## config.mk

```make
export PLATFORM = sky130hd
export DESIGN_NAME = texter_lcd_sequencer_flat
export DESIGN_NICKNAME = d
export VERILOG_FILES = /design/src/rtl/texter_lcd_sequencer_if.sv /design/src/rtl/texter_lcd_sequencer.sv /design/src/flat_wrapper.sv
export SDC_FILE = /design/constraint.sdc
export NUM_CORES = 1
export LEC_CHECK = 0
export CAP_MARGIN = 20
export CORE_MARGIN = 4
export CORE_UTILIZATION = 55
export CTS_CLUSTER_DIAMETER = 200
export CTS_CLUSTER_SIZE = 10
export DETAILED_ROUTE_END_ITERATION = 6
export GPL_ROUTABILITY_DRIVEN = 1
export MAX_ROUTING_LAYER = met4
export PLACE_DENSITY_LB_ADDON = 0.05
export SLEW_MARGIN = 15
export SYNTH_ARGS = -nofsm -noshare
export SYNTH_HDL_FRONTEND = slang
export SYNTH_SLANG_ARGS = --single-unit
```

## constraint.sdc

```tcl
create_clock -name clk -period 2.3 [get_ports clk]
set_input_delay 0.46 -clock clk [delete_from_list [all_inputs] [get_ports clk]]
set_output_delay 0.46 -clock clk [all_outputs]
set_load 0.02 [all_outputs]
```

## src/rtl/texter_lcd_sequencer_if.sv

```systemverilog
// Request/LCD-bus bundle between the texter controller and the LCD sequencer.
// The master side raises the one-cycle requests and watches the LCD pins and
// status; the slave side is the sequencer itself.
interface texter_lcd_sequencer_if;
  logic       char_req;
  logic [7:0] char_code;
  logic       space_req;
  logic       bksp_req;
  logic [7:0] lcd_data;
  logic       lcd_rs;
  logic       lcd_rw;
  logic       lcd_en;
  logic       busy;
  logic       overflow;

  modport master (
    output char_req, char_code, space_req, bksp_req,
    input  lcd_data, lcd_rs, lcd_rw, lcd_en, busy, overflow
  );

  modport slave (
    input  char_req, char_code, space_req, bksp_req,
    output lcd_data, lcd_rs, lcd_rw, lcd_en, busy, overflow
  );
endinterface

```

## src/rtl/texter_lcd_sequencer.sv

```systemverilog
// HD44780 (16x2, 8-bit) sequencer for the single-button texter.
// Queues char/space/backspace events, runs the power-up wait and init
// commands, then turns each event into an address TX plus a data TX with
// cursor tracking over the 32 visible cells (wrapping 31 -> 0).
module texter_lcd_sequencer #(
  parameter int unsigned EN_HIGH_CYC  = 12,
  parameter int unsigned CMD_WAIT_CYC = 1200,
  parameter int unsigned CLR_WAIT_CYC = 45000,
  parameter int unsigned PWRUP_CYC    = 405000,
  parameter int unsigned FIFO_AW      = 3
) (
  input  logic                   clk,
  input  logic                   reset,
  texter_lcd_sequencer_if.slave  bus
);

  localparam int unsigned DEPTH = 2 ** FIFO_AW;

  typedef enum logic [1:0] {EV_CHAR, EV_SPACE, EV_BKSP} ev_kind_e;

  typedef struct packed {
    ev_kind_e   kind;
    logic [7:0] code;
  } fifo_entry_t;

  typedef enum logic [2:0] {ST_PWR, ST_INIT, ST_IDLE, ST_ADDR, ST_DATA} state_e;
  typedef enum logic [1:0] {PH_SETUP, PH_EN, PH_WAIT} phase_e;

  // ---------------------------------------------------------------- FIFO
  fifo_entry_t        mem [DEPTH];
  logic [FIFO_AW-1:0] wr_ptr, rd_ptr;
  logic [FIFO_AW:0]   count;
  logic               overflow_q;
  logic               push, push_ok, pop, full, empty;
  fifo_entry_t        push_entry, head;

  // ---------------------------------------------------------------- FSM
  state_e      state;
  phase_e      phase;
  logic [31:0] cnt;
  logic [31:0] wait_last;
  logic [1:0]  init_idx;
  logic [4:0]  pos;
  logic [7:0]  data_byte;
  logic [7:0]  lcd_data_q;
  logic        lcd_rs_q;
  logic        lcd_en_q;

  function automatic logic [7:0] init_cmd(input logic [1:0] idx);
    case (idx)
      2'd0:    return 8'h38;   // 8-bit bus, 2 lines, 5x8 font
      2'd1:    return 8'h0C;   // display on, cursor off
      2'd2:    return 8'h01;   // clear display
      default: return 8'h06;   // entry mode: increment, no shift
    endcase
  endfunction

  // Set-DDRAM-address command: line 1 starts at 0x00, line 2 at 0x40.
  function automatic logic [7:0] addr_cmd(input logic [4:0] p);
    return {1'b1, p[4], 2'b00, p[3:0]};
  endfunction

  // Request arbitration: backspace wins over char, char over space.
  always_comb begin
    // NOTE: every always_comb output gets a default first so no path can
    // leave it unassigned and infer a latch.
    push       = bus.bksp_req | bus.char_req | bus.space_req;
    push_entry = '{kind: EV_SPACE, code: 8'h20};
    if (bus.bksp_req)
      push_entry = '{kind: EV_BKSP, code: 8'h20};
    else if (bus.char_req)
      push_entry = '{kind: EV_CHAR, code: bus.char_code};
  end

  assign full    = count[FIFO_AW];
  assign empty   = (count == '0);
  assign pop     = (state == ST_IDLE) && !empty;
  assign push_ok = push && (!full || pop);
  assign head    = mem[rd_ptr];

  // FIFO storage write.
  // NOTE: the storage array is deliberately not reset; the pointers and
  // count decide which entries are valid, so reset only touches those.
  always_ff @(posedge clk) begin
    if (push_ok) mem[wr_ptr] <= push_entry;
  end

  // FIFO pointers, occupancy and sticky overflow flag.
  always_ff @(posedge clk or posedge reset) begin
    // NOTE: sequential state uses non-blocking assignments only, so every
    // register samples the pre-edge values regardless of statement order.
    if (reset) begin
      wr_ptr     <= '0;
      rd_ptr     <= '0;
      count      <= '0;
      overflow_q <= 1'b0;
    end else begin
      if (push_ok) wr_ptr <= wr_ptr + 1'b1;
      if (pop)     rd_ptr <= rd_ptr + 1'b1;
      case ({push_ok, pop})
        2'b10:   count <= count + 1'b1;
        2'b01:   count <= count - 1'b1;
        default: count <= count;
      endcase
      if (push && !push_ok) overflow_q <= 1'b1;
    end
  end

  // The clear command needs the long wait; everything else the short one.
  assign wait_last = (lcd_data_q == 8'h01 && !lcd_rs_q) ? CLR_WAIT_CYC - 1
                                                        : CMD_WAIT_CYC - 1;

  // Main sequencer: power-up wait, init commands, then event service.
  // Each TX is SETUP (1 cycle) -> EN (EN_HIGH_CYC) -> WAIT (per command).
  always_ff @(posedge clk or posedge reset) begin
    if (reset) begin
      state      <= ST_PWR;
      phase      <= PH_SETUP;
      cnt        <= '0;
      init_idx   <= '0;
      pos        <= '0;
      data_byte  <= '0;
      lcd_data_q <= '0;
      lcd_rs_q   <= 1'b0;
      lcd_en_q   <= 1'b0;
    end else begin
      case (state)
        ST_PWR: begin
          if (cnt == PWRUP_CYC - 1) begin
            state      <= ST_INIT;
            phase      <= PH_SETUP;
            cnt        <= '0;
            init_idx   <= '0;
            lcd_data_q <= init_cmd(2'd0);
            lcd_rs_q   <= 1'b0;
          end else begin
            cnt <= cnt + 1'b1;
          end
        end

        ST_IDLE: begin
          if (!empty) begin
            phase <= PH_SETUP;
            cnt   <= '0;
            if (head.kind == EV_BKSP) begin
              // Backspace at the home cell is swallowed without LCD traffic.
              if (pos != '0) begin
                pos        <= pos - 5'd1;
                state      <= ST_ADDR;
                lcd_data_q <= addr_cmd(pos - 5'd1);
                lcd_rs_q   <= 1'b0;
                data_byte  <= 8'h20;
              end
            end else begin
              // Cursor advances at pop time; 5-bit wrap gives 31 -> 0.
              pos        <= pos + 5'd1;
              state      <= ST_ADDR;
              lcd_data_q <= addr_cmd(pos);
              lcd_rs_q   <= 1'b0;
              data_byte  <= head.code;
            end
          end
        end

        ST_INIT, ST_ADDR, ST_DATA: begin
          case (phase)
            PH_SETUP: begin
              phase    <= PH_EN;
              lcd_en_q <= 1'b1;
              cnt      <= '0;
            end
            PH_EN: begin
              if (cnt == EN_HIGH_CYC - 1) begin
                phase    <= PH_WAIT;
                lcd_en_q <= 1'b0;
                cnt      <= '0;
              end else begin
                cnt <= cnt + 1'b1;
              end
            end
            PH_WAIT: begin
              if (cnt == wait_last) begin
                cnt   <= '0;
                phase <= PH_SETUP;
                if (state == ST_INIT) begin
                  if (init_idx == 2'd3) begin
                    state <= ST_IDLE;
                  end else begin
                    init_idx   <= init_idx + 2'd1;
                    lcd_data_q <= init_cmd(init_idx + 2'd1);
                  end
                end else if (state == ST_ADDR) begin
                  state      <= ST_DATA;
                  lcd_data_q <= data_byte;
                  lcd_rs_q   <= 1'b1;
                end else begin
                  state <= ST_IDLE;
                end
              end else begin
                cnt <= cnt + 1'b1;
              end
            end
            default: phase <= PH_SETUP;
          endcase
        end

        default: state <= ST_PWR;
      endcase
    end
  end

  assign bus.lcd_data = lcd_data_q;
  assign bus.lcd_rs   = lcd_rs_q;
  assign bus.lcd_rw   = 1'b0;
  assign bus.lcd_en   = lcd_en_q;
  assign bus.busy     = (state != ST_IDLE) || !empty;
  assign bus.overflow = overflow_q;

endmodule

```

## src/flat_wrapper.sv

```systemverilog
// flat-port wrapper written by rule: the top's interface ports become plain ports
module texter_lcd_sequencer_flat 
#(
  parameter int unsigned EN_HIGH_CYC  = 12,
  parameter int unsigned CMD_WAIT_CYC = 1200,
  parameter int unsigned CLR_WAIT_CYC = 45000,
  parameter int unsigned PWRUP_CYC    = 405000,
  parameter int unsigned FIFO_AW      = 3
)
  (clk, reset, bus_char_req, bus_char_code, bus_space_req, bus_bksp_req, bus_lcd_data, bus_lcd_rs, bus_lcd_rw, bus_lcd_en, bus_busy, bus_overflow);
  texter_lcd_sequencer_if bus_i ();
  input  logic clk;
  input  logic reset;
  input wire logic [$bits(bus_i.char_req)-1:0] bus_char_req;
  input wire logic [$bits(bus_i.char_code)-1:0] bus_char_code;
  input wire logic [$bits(bus_i.space_req)-1:0] bus_space_req;
  input wire logic [$bits(bus_i.bksp_req)-1:0] bus_bksp_req;
  output wire logic [$bits(bus_i.lcd_data)-1:0] bus_lcd_data;
  output wire logic [$bits(bus_i.lcd_rs)-1:0] bus_lcd_rs;
  output wire logic [$bits(bus_i.lcd_rw)-1:0] bus_lcd_rw;
  output wire logic [$bits(bus_i.lcd_en)-1:0] bus_lcd_en;
  output wire logic [$bits(bus_i.busy)-1:0] bus_busy;
  output wire logic [$bits(bus_i.overflow)-1:0] bus_overflow;
  assign bus_i.char_req = bus_char_req;
  assign bus_i.char_code = bus_char_code;
  assign bus_i.space_req = bus_space_req;
  assign bus_i.bksp_req = bus_bksp_req;
  assign bus_lcd_data = bus_i.lcd_data;
  assign bus_lcd_rs = bus_i.lcd_rs;
  assign bus_lcd_rw = bus_i.lcd_rw;
  assign bus_lcd_en = bus_i.lcd_en;
  assign bus_busy = bus_i.busy;
  assign bus_overflow = bus_i.overflow;
  texter_lcd_sequencer #(.EN_HIGH_CYC(EN_HIGH_CYC), .CMD_WAIT_CYC(CMD_WAIT_CYC), .CLR_WAIT_CYC(CLR_WAIT_CYC), .PWRUP_CYC(PWRUP_CYC), .FIFO_AW(FIFO_AW)) u_core (.clk(clk), .reset(reset), .bus(bus_i));
endmodule
```

# Word-level counts from Yosys, hierarchy flattened
# Memory sizes are Yosys's and may differ from the RTL's.
# Index checks and enable logic that the tools add are counted.
# word_totals
ff_bits	73
ramBits	80
latch_bits	0
mem_count	1
mem_bits_ro	0
output_inout_bits	13
input_bits	13
# classes
n_lt_le_gt_ge	0
bitwise_logic	3
div	0
shift	0
eq_ne	34
add_sub_neg	8
multipliers	0
n_mux	59
reduce_logical	28
# memory_table
name	depth	word_bits	read_ports	rd_ports_with_merged_regs	wr	line_no	source
u_core.mem	8	10	1	0	1	texter_lcd_sequencer.sv:30	fifo_entry_t mem [DEPTH];
# ops
operator	count
case mux 32 bit (3 select lines)	2
2-to-1 mux 32 bit	4
2-to-1 mux 8 bit	11
adder 32 x 1 -> 32 bit (second input constant)	1
== test 32 x 19 -> 1 bit (second input constant)	1
== test 32 bit	1
== test 32 x 4 -> 1 bit (second input constant)	1
2-to-1 mux 3 bit	9
case mux 8 bit (3 select lines)	1
case mux 6 bit (3 select lines)	1
2-to-1 mux 16 bit	1
2-to-1 mux 2 bit	8
AND reduction 8 bit	2
!= test 2 x 1 -> 1 bit (second input constant)	6
case mux 2 bit (3 select lines)	2
AND reduction 6 bit	2
2-to-1 mux 1 bit	11
== test 2 bit (second input constant)	5
2-to-1 mux 10 bit	1
2-to-1 mux 5 bit	2
2-to-1 mux 9 bit	1
!= test 3 x 2 -> 1 bit (second input constant)	3
!= test 3 bit (second input constant)	3
case mux 3 bit (3 select lines)	1
other kinds (32)	52

# Logic depth before layout (Yosys ltp)
# logic_depth
word_depth	8
ltp_mapped	12

# Least setup slack after synthesis
# No wires, ideal clock.
# synth_timing
path_kind	reg-to-reg
start	reg u_core.state[2]
end	mem u_core.mem[2][0] in the netlist's numbering, enable pin
period_less_slack_ps	2581
path_buffers	1
path_slack_ps	-281
arrival_time_ps	2189
stages_incl_launch_ff	7
t_required_ps	1908
cell_sequence	dfrtp_1 clkbuf_1 inv_2 nand3_1 a21oi_1 nand2b_1 nor3b_1
# synth_between
elab_chain_cells	6
# synth_lines
element	line_no	source
from (decl)	texter_lcd_sequencer.sv:38	state_e state;
from (signal assigned)	texter_lcd_sequencer.sv:117	state <= ST_PWR;
from (signal assigned)	texter_lcd_sequencer.sv:130	state <= ST_INIT;
from (signal assigned)	texter_lcd_sequencer.sv:149	state <= ST_ADDR;
== test 3 x 2 -> 1 bit	texter_lcd_sequencer.sv:77	assign pop = (state == ST_IDLE) && !empty;
logical AND 1 bit	texter_lcd_sequencer.sv:77	
logical OR 1 bit	texter_lcd_sequencer.sv:78	assign push_ok = push && (!full || pop);
logical AND 1 bit	texter_lcd_sequencer.sv:78	
2-to-1 mux 1 bit	texter_lcd_sequencer.sv:85	if (push_ok) mem[wr_ptr] <= push_entry;
2-to-1 mux 1 bit (implied by the code)	texter_lcd_sequencer.sv:85	
to (decl)	texter_lcd_sequencer.sv:30	
# No other way between the ends.

# Final worst setup path
# layout_timing
start	reg u_core.cnt[15]
end	reg u_core.lcd_rs_q (netlist: u_core.bus.lcd_rs)
# layout_between
elab_chain_cells	3
word_cells_on_any_way	5
classes_between	eq/ne: 4; reduce/logical: 1
# layout_lines
element	line_no	source
from (decl)	texter_lcd_sequencer.sv:40	logic [31:0] cnt;
from (signal assigned)	texter_lcd_sequencer.sv:137	cnt <= cnt + 1'b1;
from (signal assigned)	texter_lcd_sequencer.sv:178	cnt <= cnt + 1'b1;
from (signal assigned)	texter_lcd_sequencer.sv:200	cnt <= cnt + 1'b1;
== test 32 bit / == test 32 x 19 -> 1 bit (equally long branches)	texter_lcd_sequencer.sv:182, texter_lcd_sequencer.sv:129	
!= test 2 x 1 -> 1 bit (no source line)	n/a	
AND reduction 8 bit (no source line) *	n/a	
to (signal assigned)	texter_lcd_sequencer.sv:151	lcd_rs_q <= 1'b0;
to (signal assigned)	texter_lcd_sequencer.sv:159	lcd_rs_q <= 1'b0;
to (signal assigned)	texter_lcd_sequencer.sv:195	lcd_rs_q <= 1'b1;
to (decl)	texter_lcd_sequencer.sv:46	logic lcd_rs_q;
# Every way passes the cells marked *; elsewhere a longest branch is shown, timed or not.
# A chain may end at the register's enable or synchronous reset.

==> impl_results.md <==
* Worst slew pin tran at 518.2 ps
* Yosys top cell by area: edfxtp_1
* Syn Nets at 657
* Leading cell type in the layout, fill and taps excluded: buf_4
* Clock skew at 10.50 ps
* Final core occ at 71.68%
* Hold Crit Class: input pin to async pin
* Initial antenna violation count at 0
* Worst R2R End: u_core.bus.lcd_rs$_DFFE_PP0P_
* Synthesized flop and latch total at 153
* H-tree depth at 4
* Overflow left after global routing at 0
* Worst skew pair latency at 420 ps
* Leakage at 3.803 nW
* Fraction of layout cells with a size suffix above 1 at 27.28%
* Yosys warning total at 0
* Min Clock Period, post-route at 2424 ps
* RSZ-0062 raised after global routing: true
* Relative max-transition margin at 64.97%
* Drt total wl at 15.95 mm
* Worst EP required at 2600 ps
* Setup_tns at -2975 ps
* Synth area leaders: edfxtp_1, dfrtp_1, mux4_2, nor2_1, xnor2_1
* Clk pin slew, worst setup/hold paths at 60 ps
* Total track usage at 22.76%
* CTS buffer count at 17
* Largest net degree at the start of global routing at 31
* Slew Limit Fails at 0
* # nets final at 785
* Fmax at 412.5 MHz
* Area grow syn2layout at 27.74%
* Worst path arrival time at 2720 ps
* Worst setup SP type: register
* # IOs at 26
* Syn Area/Cell at 11.84 µm²
* Sequential fraction of the synthesis area at 57.14%
* Die area at 15,380 µm²
* CTS tree: built
* Failing checks: setup timing
* Diode count at 0
* Core footprint at 13,190 µm²
* Run status: complete, but fails checks
* Final WS setup at -124.0 ps
* DR DRC count at 0
* Post-synth design cell area at 7401 µm²
* Pwr Density at 751.7 nW/µm²
* Post-DR wirelength/cell at 16.94 µm
* Vias per inst at 5.558
* Max-cap violations at 0
* Clock sink count at 153
* Num rows at 42
* Setup violators final at 44
* Most frequent cells in the layout: buf_4, edfxtp_1, dfrtp_1, nor2_1, nand2_1
* Worst R2R Start: u_core.cnt[15]$_DFFE_PP0P_
* Worst vdd ir at 0.5934 mV
* Via count at 5,236
* Initial core utilization at 56.11%
* Cells after Synth at 625
* DR pass1 iterations at 5
* Hold WS at 411.2 ps
* HPWL Detailed at 11.46 mm
* Critical-path maximum fanout at 3
* WS Path Type: register to register
* Initial DRC count at 338
* Worst reg-to-reg setup slack at -120 ps
* IO Port Bufs at 24
* FFs w/ async S/R, synth at 47.71%
* First-pass GRT wire length at 25.63 mm
* Final hold violation count at 0
* Top FF cell, synth: edfxtp_1
* CTS Hold Bufs at 0
* Clk root buf: clkbuf_16
* Yosys cell types at 67
* Die Y at 124 µm
* Number of global-route vias before repair at 5,053
* RePlAce Congestion at 0.9322
* EDFF count, synth at 80
* Remaining antenna violation count at 0
* Max clock buf depth at 2
* R2R depth at 9
* Tcrit/Tclk final at 105.4%
* Chip Width at 124 µm
* Setup crit end kind: register
* Top cell type's share of synthesized area at 32.46%
## synth_stat cells, drive strengths merged, types with 3 or more instances
| master | instances |
|---|---|
| a211oi | 3 |
| a21o | 3 |
| a21oi | 21 |
| a221oi | 5 |
| and2 | 10 |
| and3 | 4 |
| and4 | 3 |
| buf | 13 |
| clkbuf | 12 |
| dfrtp | 73 |
| edfxtp | 80 |
| ha | 18 |
| inv | 30 |
| mux2 | 11 |
| mux2i | 18 |
| mux4 | 16 |
| nand2 | 59 |
| nand2b | 10 |
| nand3 | 19 |
| nand4 | 13 |
| nor2 | 70 |
| nor2b | 4 |
| nor3 | 16 |
| nor3b | 3 |
| nor4 | 11 |
| o21ai | 32 |
| or3 | 3 |
| xnor2 | 26 |
| xor2 | 12 |
## timing repair
item	in CTS	in global routing
setup buffers	2	2
pin swaps	9	11
gates resized for setup	17	28
endpoints found under the setup margin	50	63
## layout make-up
class                      count  area (µm²)
multi-input combinational    417        3129
timing repair buffer         134        1179
tap                          176       220.2
clock buffer                  19       432.9
fill                         946        3736
clock inverter                13       143.9
sequential                   153        4233
inverter                      30       116.4
## critical path: stages, from the launching register on
cell     delay (ps)
dfrtp_1         390
nor4_1          290
buf_4           170
nand4_1         150
or3_4           380
buf_6           130
a21oi_2         100
nor2_1           50
a311o_1         340
o32a_1          300
## worst max path at each step
stage | start | slack (ps) | depth (start not counted) | to
finish | u_core.cnt[15]$_DFFE_PP0P_ | -120 | 9 | u_core.bus.lcd_rs$_DFFE_PP0P_
global route | u_core.cnt[30]$_DFFE_PP0P_ | -210 | 10 | u_core.state[2]$_DFFE_PP0P_
CTS | u_core.cnt[31]$_DFFE_PP0P_ | -120 | 8 | u_core.bus.lcd_rs$_DFFE_PP0P_
detailed placement | bus_char_req | -370 | 12 | u_core.count[3]$_DFFE_PP0P_
global placement | bus_char_req | -330 | 12 | u_core.count[3]$_DFFE_PP0P_
floorplan | u_core.state[2]$_DFFE_PP0P_ | -100 | 12 | u_core.count[3]$_DFFE_PP0P_
## metal layers
metal / share of wire [%] / up-vias / global-route usage [%]
li1: - / 2521 / -
met1: 44 / 2592 / 28.26
met2: 52 / 104 / 37.75
met3: 3.2 / 19 / 4.133
met4: 1.6 / 0 / 8.145
met5: 0 / - / -
## power breakdown
group | internal [mW] | switching (mW)
Clock | 1.61 | 1.11
Sequential | 3.23 | 0.179
Combinational | 0.467 | 0.510
Total | 5.31 | 1.80
## registers in the layout, summed over array words and instances, names as in the netlist
name	flops
u_core.bus.lcd_data	8
u_core.bus.overflow	1
u_core.count	4
u_core.state	3
u_core.phase	2
u_core.wr_ptr	3
u_core.data_byte	8
u_core.cnt	32
u_core.bus.lcd_rs	1
u_core.init_idx	2
u_core.rd_ptr	3
u_core.pos	5
u_core.bus.lcd_en	1
u_core.mem	80
## logic make-up (layout without fill, tap and decap cells)
family | Yosys count | after routing | share of synthesized area (%)
mux | 45 | 45 | 8.977
other cells | 1 | 1 | 0.05067
xor+xnor | 38 | 38 | 4.497
simple gates | 230 | 230 | 15.30
fa+ha+maj | 19 | 19 | 3.314
buf+inv | 55 | 196 | 3.195
compound gates | 84 | 84 | 7.523
flops | 153 | 153 | 57.14
## through the flow
step,area [µm²],instances,worst slack (ps),total power [mW]
after floorplan,7457,625,-98.15,3.929
after global placement,8677,906,-334.5,4.335
after detailed placement,8677,906,-372.3,4.385
after CTS,9329,940,-122.9,7.124
after global routing,9454,942,-206.0,7.396
final,9454,942,-124.0,7.107
(Power assumes the default switching activity.)
